--- config.mk ---
export PLATFORM = sky130hd
export DESIGN_NAME = mem_port_arbiter
export DESIGN_NICKNAME = d
export VERILOG_FILES = /design/src/rtl/mem_port_arbiter.sv
export SDC_FILE = /design/constraint.sdc
export NUM_CORES = 1
export LEC_CHECK = 0
export CAP_MARGIN = 40
export CELL_PAD_IN_SITES_DETAIL_PLACEMENT = 2
export CELL_PAD_IN_SITES_GLOBAL_PLACEMENT = 2
export CORE_ASPECT_RATIO = 1.5
export CORE_MARGIN = 5
export CORE_UTILIZATION = 28
export CTS_CLUSTER_SIZE = 10
export DETAILED_ROUTE_END_ITERATION = 8
export PLACE_DENSITY = 0.95
export SYNTH_ARGS = -nofsm -noshare
export SYNTH_HDL_FRONTEND = slang
export SYNTH_SLANG_ARGS = --single-unit
export TNS_END_PERCENT = 5
--- constraint.sdc ---
create_clock -name clk -period 12.15 [get_ports clk]
set_input_delay 3.0375 -clock clk [delete_from_list [all_inputs] [get_ports clk]]
set_output_delay 3.0375 -clock clk [all_outputs]
set_load 0.005 [all_outputs]
--- src/rtl/mem_port_arbiter.sv ---
// Single-port memory arbiter between instruction fetch and pipeline load/store.
// Define ARB_STARVE_GUARD_EN to force a fetch grant after FETCH_STARVE_LIMIT consecutive losses.
module mem_port_arbiter #(
    parameter int ADDR_BIT_WIDTH     = 32,
    parameter int DATA_BIT_WIDTH     = 32,
    parameter int MEM_LATENCY        = 2,
    parameter int FETCH_STARVE_LIMIT = 4
) (
    input  logic                      clk,
    input  logic                      reset,
    input  logic                      fetchReq,
    input  logic [ADDR_BIT_WIDTH-1:0] fetchAddr,
    output logic [DATA_BIT_WIDTH-1:0] fetchData,
    output logic                      fetchValid,
    output logic                      fetchStall,
    input  logic                      lsIsLoad,
    input  logic                      lsIsStore,
    input  logic [ADDR_BIT_WIDTH-1:0] lsAddr,
    input  logic [DATA_BIT_WIDTH-1:0] lsWrData,
    output logic [DATA_BIT_WIDTH-1:0] lsRdData,
    output logic                      lsDone,
    output logic                      pipeStall,
    output logic [ADDR_BIT_WIDTH-1:0] memAddr,
    output logic [DATA_BIT_WIDTH-1:0] memWrData,
    output logic                      memRdEn,
    output logic                      memWrEn,
    input  logic [DATA_BIT_WIDTH-1:0] memRdData
);

    typedef enum logic [1:0] {S_IDLE, S_FETCH, S_LS, S_RESP} state_t;
    typedef enum logic {OWN_FETCH = 1'b0, OWN_LS = 1'b1} owner_t;

    localparam logic [3:0] CNT_INIT = 4'(MEM_LATENCY - 1);

    state_t                    r_state, w_state_nxt;
    owner_t                    r_owner, w_owner_nxt;
    logic [3:0]                r_cnt, w_cnt_nxt;
    logic                      r_isStore, w_isStore_nxt;
    logic [ADDR_BIT_WIDTH-1:0] r_addr, w_addr_nxt;
    logic [DATA_BIT_WIDTH-1:0] r_wdata, w_wdata_nxt;
    logic [DATA_BIT_WIDTH-1:0] r_fetchData, r_lsRdData;

    logic w_lsReq;
    logic w_forceFetch;
    logic w_grantLs;
    logic w_grantFetch;
    logic w_access;
    logic w_capture;

    assign w_lsReq      = lsIsLoad | lsIsStore;
    assign w_grantLs    = w_lsReq && !w_forceFetch;
    assign w_grantFetch = fetchReq && !w_grantLs;
    assign w_access     = (r_state == S_FETCH) || (r_state == S_LS);
    assign w_capture    = w_access && (r_cnt == '0) && memRdEn;

`ifdef ARB_STARVE_GUARD_EN
    localparam int STARVE_W = $clog2(FETCH_STARVE_LIMIT + 1);
    localparam logic [STARVE_W-1:0] STARVE_MAX = STARVE_W'(FETCH_STARVE_LIMIT);

    logic [STARVE_W-1:0] r_starve, w_starve_nxt;

    assign w_forceFetch = fetchReq && (r_starve == STARVE_MAX);

    // Counts only contested LS wins; any fetch grant restarts the window.
    always_comb begin
        w_starve_nxt = r_starve;
        if (r_state == S_IDLE) begin
            if (w_grantFetch) begin
                w_starve_nxt = '0;
            end else if (w_grantLs && fetchReq && (r_starve != STARVE_MAX)) begin
                w_starve_nxt = r_starve + 1'b1;
            end
        end
    end

    always_ff @(posedge clk or posedge reset) begin
        if (reset) begin
            r_starve <= '0;
        end else begin
            r_starve <= w_starve_nxt;
        end
    end
`else
    assign w_forceFetch = 1'b0;
`endif

    always_comb begin
        w_state_nxt   = r_state;
        w_owner_nxt   = r_owner;
        w_cnt_nxt     = r_cnt;
        w_isStore_nxt = r_isStore;
        w_addr_nxt    = r_addr;
        w_wdata_nxt   = r_wdata;
        unique case (r_state)
            S_IDLE: begin
                w_cnt_nxt = CNT_INIT;
                if (w_grantLs) begin
                    w_state_nxt   = S_LS;
                    w_owner_nxt   = OWN_LS;
                    w_isStore_nxt = lsIsStore && !lsIsLoad;
                    w_addr_nxt    = lsAddr;
                    w_wdata_nxt   = lsWrData;
                end else if (w_grantFetch) begin
                    w_state_nxt   = S_FETCH;
                    w_owner_nxt   = OWN_FETCH;
                    w_isStore_nxt = 1'b0;
                    w_addr_nxt    = fetchAddr;
                    w_wdata_nxt   = '0;
                end
            end
            S_FETCH, S_LS: begin
                if (r_cnt == '0) begin
                    w_state_nxt = S_RESP;
                end else begin
                    w_cnt_nxt = r_cnt - 1'b1;
                end
            end
            S_RESP: begin
                w_state_nxt = S_IDLE;
            end
            default: begin
                w_state_nxt = S_IDLE;
            end
        endcase
    end

    always_ff @(posedge clk or posedge reset) begin
        if (reset) begin
            r_state     <= S_IDLE;
            r_owner     <= OWN_FETCH;
            r_cnt       <= '0;
            r_isStore   <= 1'b0;
            r_addr      <= '0;
            r_wdata     <= '0;
            r_fetchData <= '0;
            r_lsRdData  <= '0;
        end else begin
            r_state   <= w_state_nxt;
            r_owner   <= w_owner_nxt;
            r_cnt     <= w_cnt_nxt;
            r_isStore <= w_isStore_nxt;
            r_addr    <= w_addr_nxt;
            r_wdata   <= w_wdata_nxt;
            if (w_capture) begin
                if (r_owner == OWN_FETCH) begin
                    r_fetchData <= memRdData;
                end else begin
                    r_lsRdData <= memRdData;
                end
            end
        end
    end

    // Memory-side outputs are gated by state so an aborted access drops them at once.
    always_comb begin
        memAddr    = '0;
        memWrData  = '0;
        memRdEn    = 1'b0;
        memWrEn    = 1'b0;
        fetchValid = 1'b0;
        lsDone     = 1'b0;
        unique case (r_state)
            S_FETCH, S_LS: begin
                memAddr = r_addr;
                memRdEn = !((r_owner == OWN_LS) && r_isStore);
                if ((r_owner == OWN_LS) && r_isStore && (r_cnt == '0)) begin
                    memWrEn   = 1'b1;
                    memWrData = r_wdata;
                end
            end
            S_RESP: begin
                fetchValid = (r_owner == OWN_FETCH);
                lsDone     = (r_owner == OWN_LS);
            end
            default: begin
            end
        endcase
    end

    assign fetchData  = r_fetchData;
    assign lsRdData   = r_lsRdData;
    assign fetchStall = fetchReq && !fetchValid;
    assign pipeStall  = w_lsReq && !lsDone;

endmodule

==> metrics.txt <==
outcome=complete, no violations; Highest Clock Rate=127 MHz; Pre-Repair DR Iteration Count=4; grt total ovfl=0; Pwr Total=2.46 mW; Worst R2R End=lsRdData[13]; Layout area overhead=58.6%; # setup viols final=0; Async SR Flop Fraction=100%; vias in the first global route=5,576; peak supply drop=114 uV; Rows=65; CP max stage delay=0.53 ns; Chip Height=190 um; postcts setup bufs=0; Final Hold Violating Endpoints=0; power share of the combinational group=44.2%; Port-buffer cells=266; number of H-tree levels=4; Placed Area=8960 um2; GRT Total Usage=17.6%; max-cap viol count=0; non-filler cells, final=1,018; die width=130 um; drc violations=0; PostCTS Resize Cnt=0; TNS Setup=0 ns; clk_lat worst skew=0.42 ns; Num CTS Buffers=17; Hold Crit Depth=2; Yosys cell types=38; Post-Synthesis Cell Area=6040 um2; 1st-iter DRT viols=144; crit path DAT=4.83 ns; static leakage=4.12 nW; Fillers=2,139; ANT cells=0; critical path type=in -> out; Reg-to-Reg Start=r_state[1]; largest net degree at the start of global routing=80; Final Cell Area=9580 um2; Pwr Density=257 nW/um2; Core ar.=21,100 um2; Clk pwr share=22.8%; family with the most delay on the worst path=buffers and inverters; startpoint types=input pin; first-pass GRT wire length=33,100 um; switching power=0.802 mW; RSZ-0062 raised after global routing=no; Buf+Inv Stages, Crit Path=3; Tcrit/Tclk final=64.7%; Tmin final=7.86 ns; Synth Warn #=0; Worst Skew=0.0121 ns; Flop pwr share=33.0%; nets=873; Slew @ Worst Pin=0.787 ns; Post-DP HPWL=15,700 um; Post-synth EDFFs=0; CTS Sinks=136; most used cell along the critical path=clkdlybuf4s50_1; switching part of the total=32.6%; Critical Path, Cell by Cell=clkdlybuf4s50_1 > nor2_4 > buf_4 > nor2_1 > clkdlybuf4s50_1; HP Class=reg -> reg; via count=4,753; Via density=4.67; Reg2Reg Depth=7; die footprint=24,700 um2; CTS clock-pin slew for the worst setup and hold paths=0.06 ns; R2R setup slack=9.20 ns; P_int=1.66 mW; Syn Area/Cell=12.7 um2; share of cells above drive strength 1=14.5%; Yosys reg bits=136; DRT antenna net count=0; hold_sp=r_addr[29]; worst-path maximum fanout=39; drt wl/cell=21.0 um; Hold Path Sink=r_addr[29]; placed cells=986; clk root buf=clkbuf_16; num ports=267; CTS tree=done; Post-Route WL=21,300 um; Initial Util=28.6%; Mapped Cells=476; Final Slew Violations=0; Post-Syn Nets=612; Top FF cell, synth=dfrtp_1; clock buffer depth=2; CP required=9.11 ns; Seq/Total Area, Yosys=56.3%; GP Congestion=0.727; cts hold-fix bufs=0; antenna violations before repair=0; CP endpoint kind=output port; slowest stage cell, crit path=buf_4; Relative slew margins=47.5%
cells in the final DEF (no fill, tap or decap), types with 2 or more instances in the layout:
master and count:
nor2_1 3, nand2_1 36, clkbuf_16 17, inv_6 9, mux2_1 2, and2_1 65, ha_1 3, clkdlybuf4s50_1 266
mux2_4 30, a21oi_1 2, inv_8 3, buf_4 8, nor2b_1 2, a22oi_1 2, mux2i_1 32, o21ai_0 35
bufinv_16 3, dfrtp_1 136, a31oi_1 2, nor3b_1 2, mux2_2 32, a22o_1 33, inv_1 7
cells in the mapped netlist, types with 3 or more instances:
| library cell | number | area [um2] |
|---|---|---|
| mux2_4 | 30 | 450 |
| clkbuf_1 | 18 | 67.6 |
| buf_1 | 6 | 22.5 |
| nand2_1 | 36 | 135 |
| buf_12 | 3 | 60.1 |
| ha_1 | 3 | 37.5 |
| dfrtp_1 | 136 | 3400 |
| mux2i_1 | 32 | 320 |
| and2_1 | 65 | 407 |
| buf_4 | 3 | 22.5 |
| a22o_1 | 33 | 289 |
| nor2_1 | 5 | 18.8 |
| mux2_2 | 32 | 360 |
| inv_1 | 8 | 30.0 |
| o21ai_0 | 35 | 175 |
worst register-to-register path: stages (launching register included):
cell and delay (ns):
dfrtp_1 0.38, inv_1 0.07, ha_1 0.29, buf_4 0.33
inv_1 0.23, nor4b_4 0.67, buf_4 0.46, mux2_2 0.40
sequential cells by signal, indices dropped and copies added, names as in the netlist:
name and cells:
fetchData 32, lsRdData 32, r_addr 32, r_cnt 4, r_isStore 1, r_owner 1, r_state 2, r_wdata 32
per-layer routing:
| layer | share of wire [%] | routed length [um] | GRT usage [%] | up-vias |
|---|---|---|---|---|
| li1 | - | - | - | 2176 |
| met2 | 57 | 12200 | 33.8 | 157 |
| met1 | 35 | 7490 | 18.3 | 2402 |
| met5 | 0 | 0 | 0 | - |
| met3 | 6.0 | 1280 | 4.21 | 18 |
| met4 | 1.8 | 379 | 5.52 | 0 |
worst max-delay path by stage:
stage,start,end,slack [ns],cells past startpoint
4_1_cts,lsIsStore,pipeStall,4.24,5
3_5_place_dp,lsIsStore,pipeStall,4.26,5
3_3_place_gp,lsIsStore,pipeStall,4.26,5
5_1_grt,lsIsStore,pipeStall,4.17,5
2_1_floorplan,reset,fetchData[0],5.47,1
6_report,lsIsStore,pipeStall,4.29,5
through the flow:
stage / utilization [%] / hold slack (ns) / setup slack, ns
2_1_floorplan: - / 0.442 / 5.47
3_5_place_dp: 42.4 / 0.466 / 4.26
5_1_grt: 45.3 / 0.512 / 4.17
4_1_cts: 45.3 / 0.481 / 4.24
3_3_place_gp: 42.3 / 0.453 / 4.26
6_report: 45.3 / 0.474 / 4.29
power by group through the flow:
stage / Sequential [mW] / Combinational, mW / Clock [mW]
after global routing: 0.840 / 1.19 / 0.600
final: 0.811 / 1.09 / 0.562
after global placement: 0.792 / 1.05 / 0
after CTS: 0.816 / 1.12 / 0.577
after detailed placement: 0.817 / 1.11 / 0
after floorplan: 0.787 / 0.522 / 0
final cells by class:
| type | count | area, um2 | share of cell area [%] |
|---|---|---|---|
| Timing Repair Buffer | 275 | 2740 | 28.6 |
| Inverter | 8 | 35.0 | 0.366 |
| Multi-Input combinational cell | 299 | 2440 | 25.5 |
| Clock inverter | 15 | 201 | 2.10 |
| Tap cell | 268 | 335 | 3.50 |
| Sequential cell | 136 | 3400 | 35.5 |
| Clock buffer | 17 | 425 | 4.44 |
logic make-up (layout without fill, tap and decap cells):
logic type | Yosys count | count (layout) | synth area share [%]
xor gates and xnor gates | 1 | 1 | 0.145
adders and majority gates | 3 | 3 | 0.621
and+or+nand+nor | 118 | 118 | 10.9
AOI/OAI and AO/OA | 81 | 81 | 9.25
muxes | 96 | 96 | 19.1
DFF | 136 | 136 | 56.3
buffers and inverters | 41 | 315 | 3.71
No activity file was read; power rests on OpenSTA's default activity.
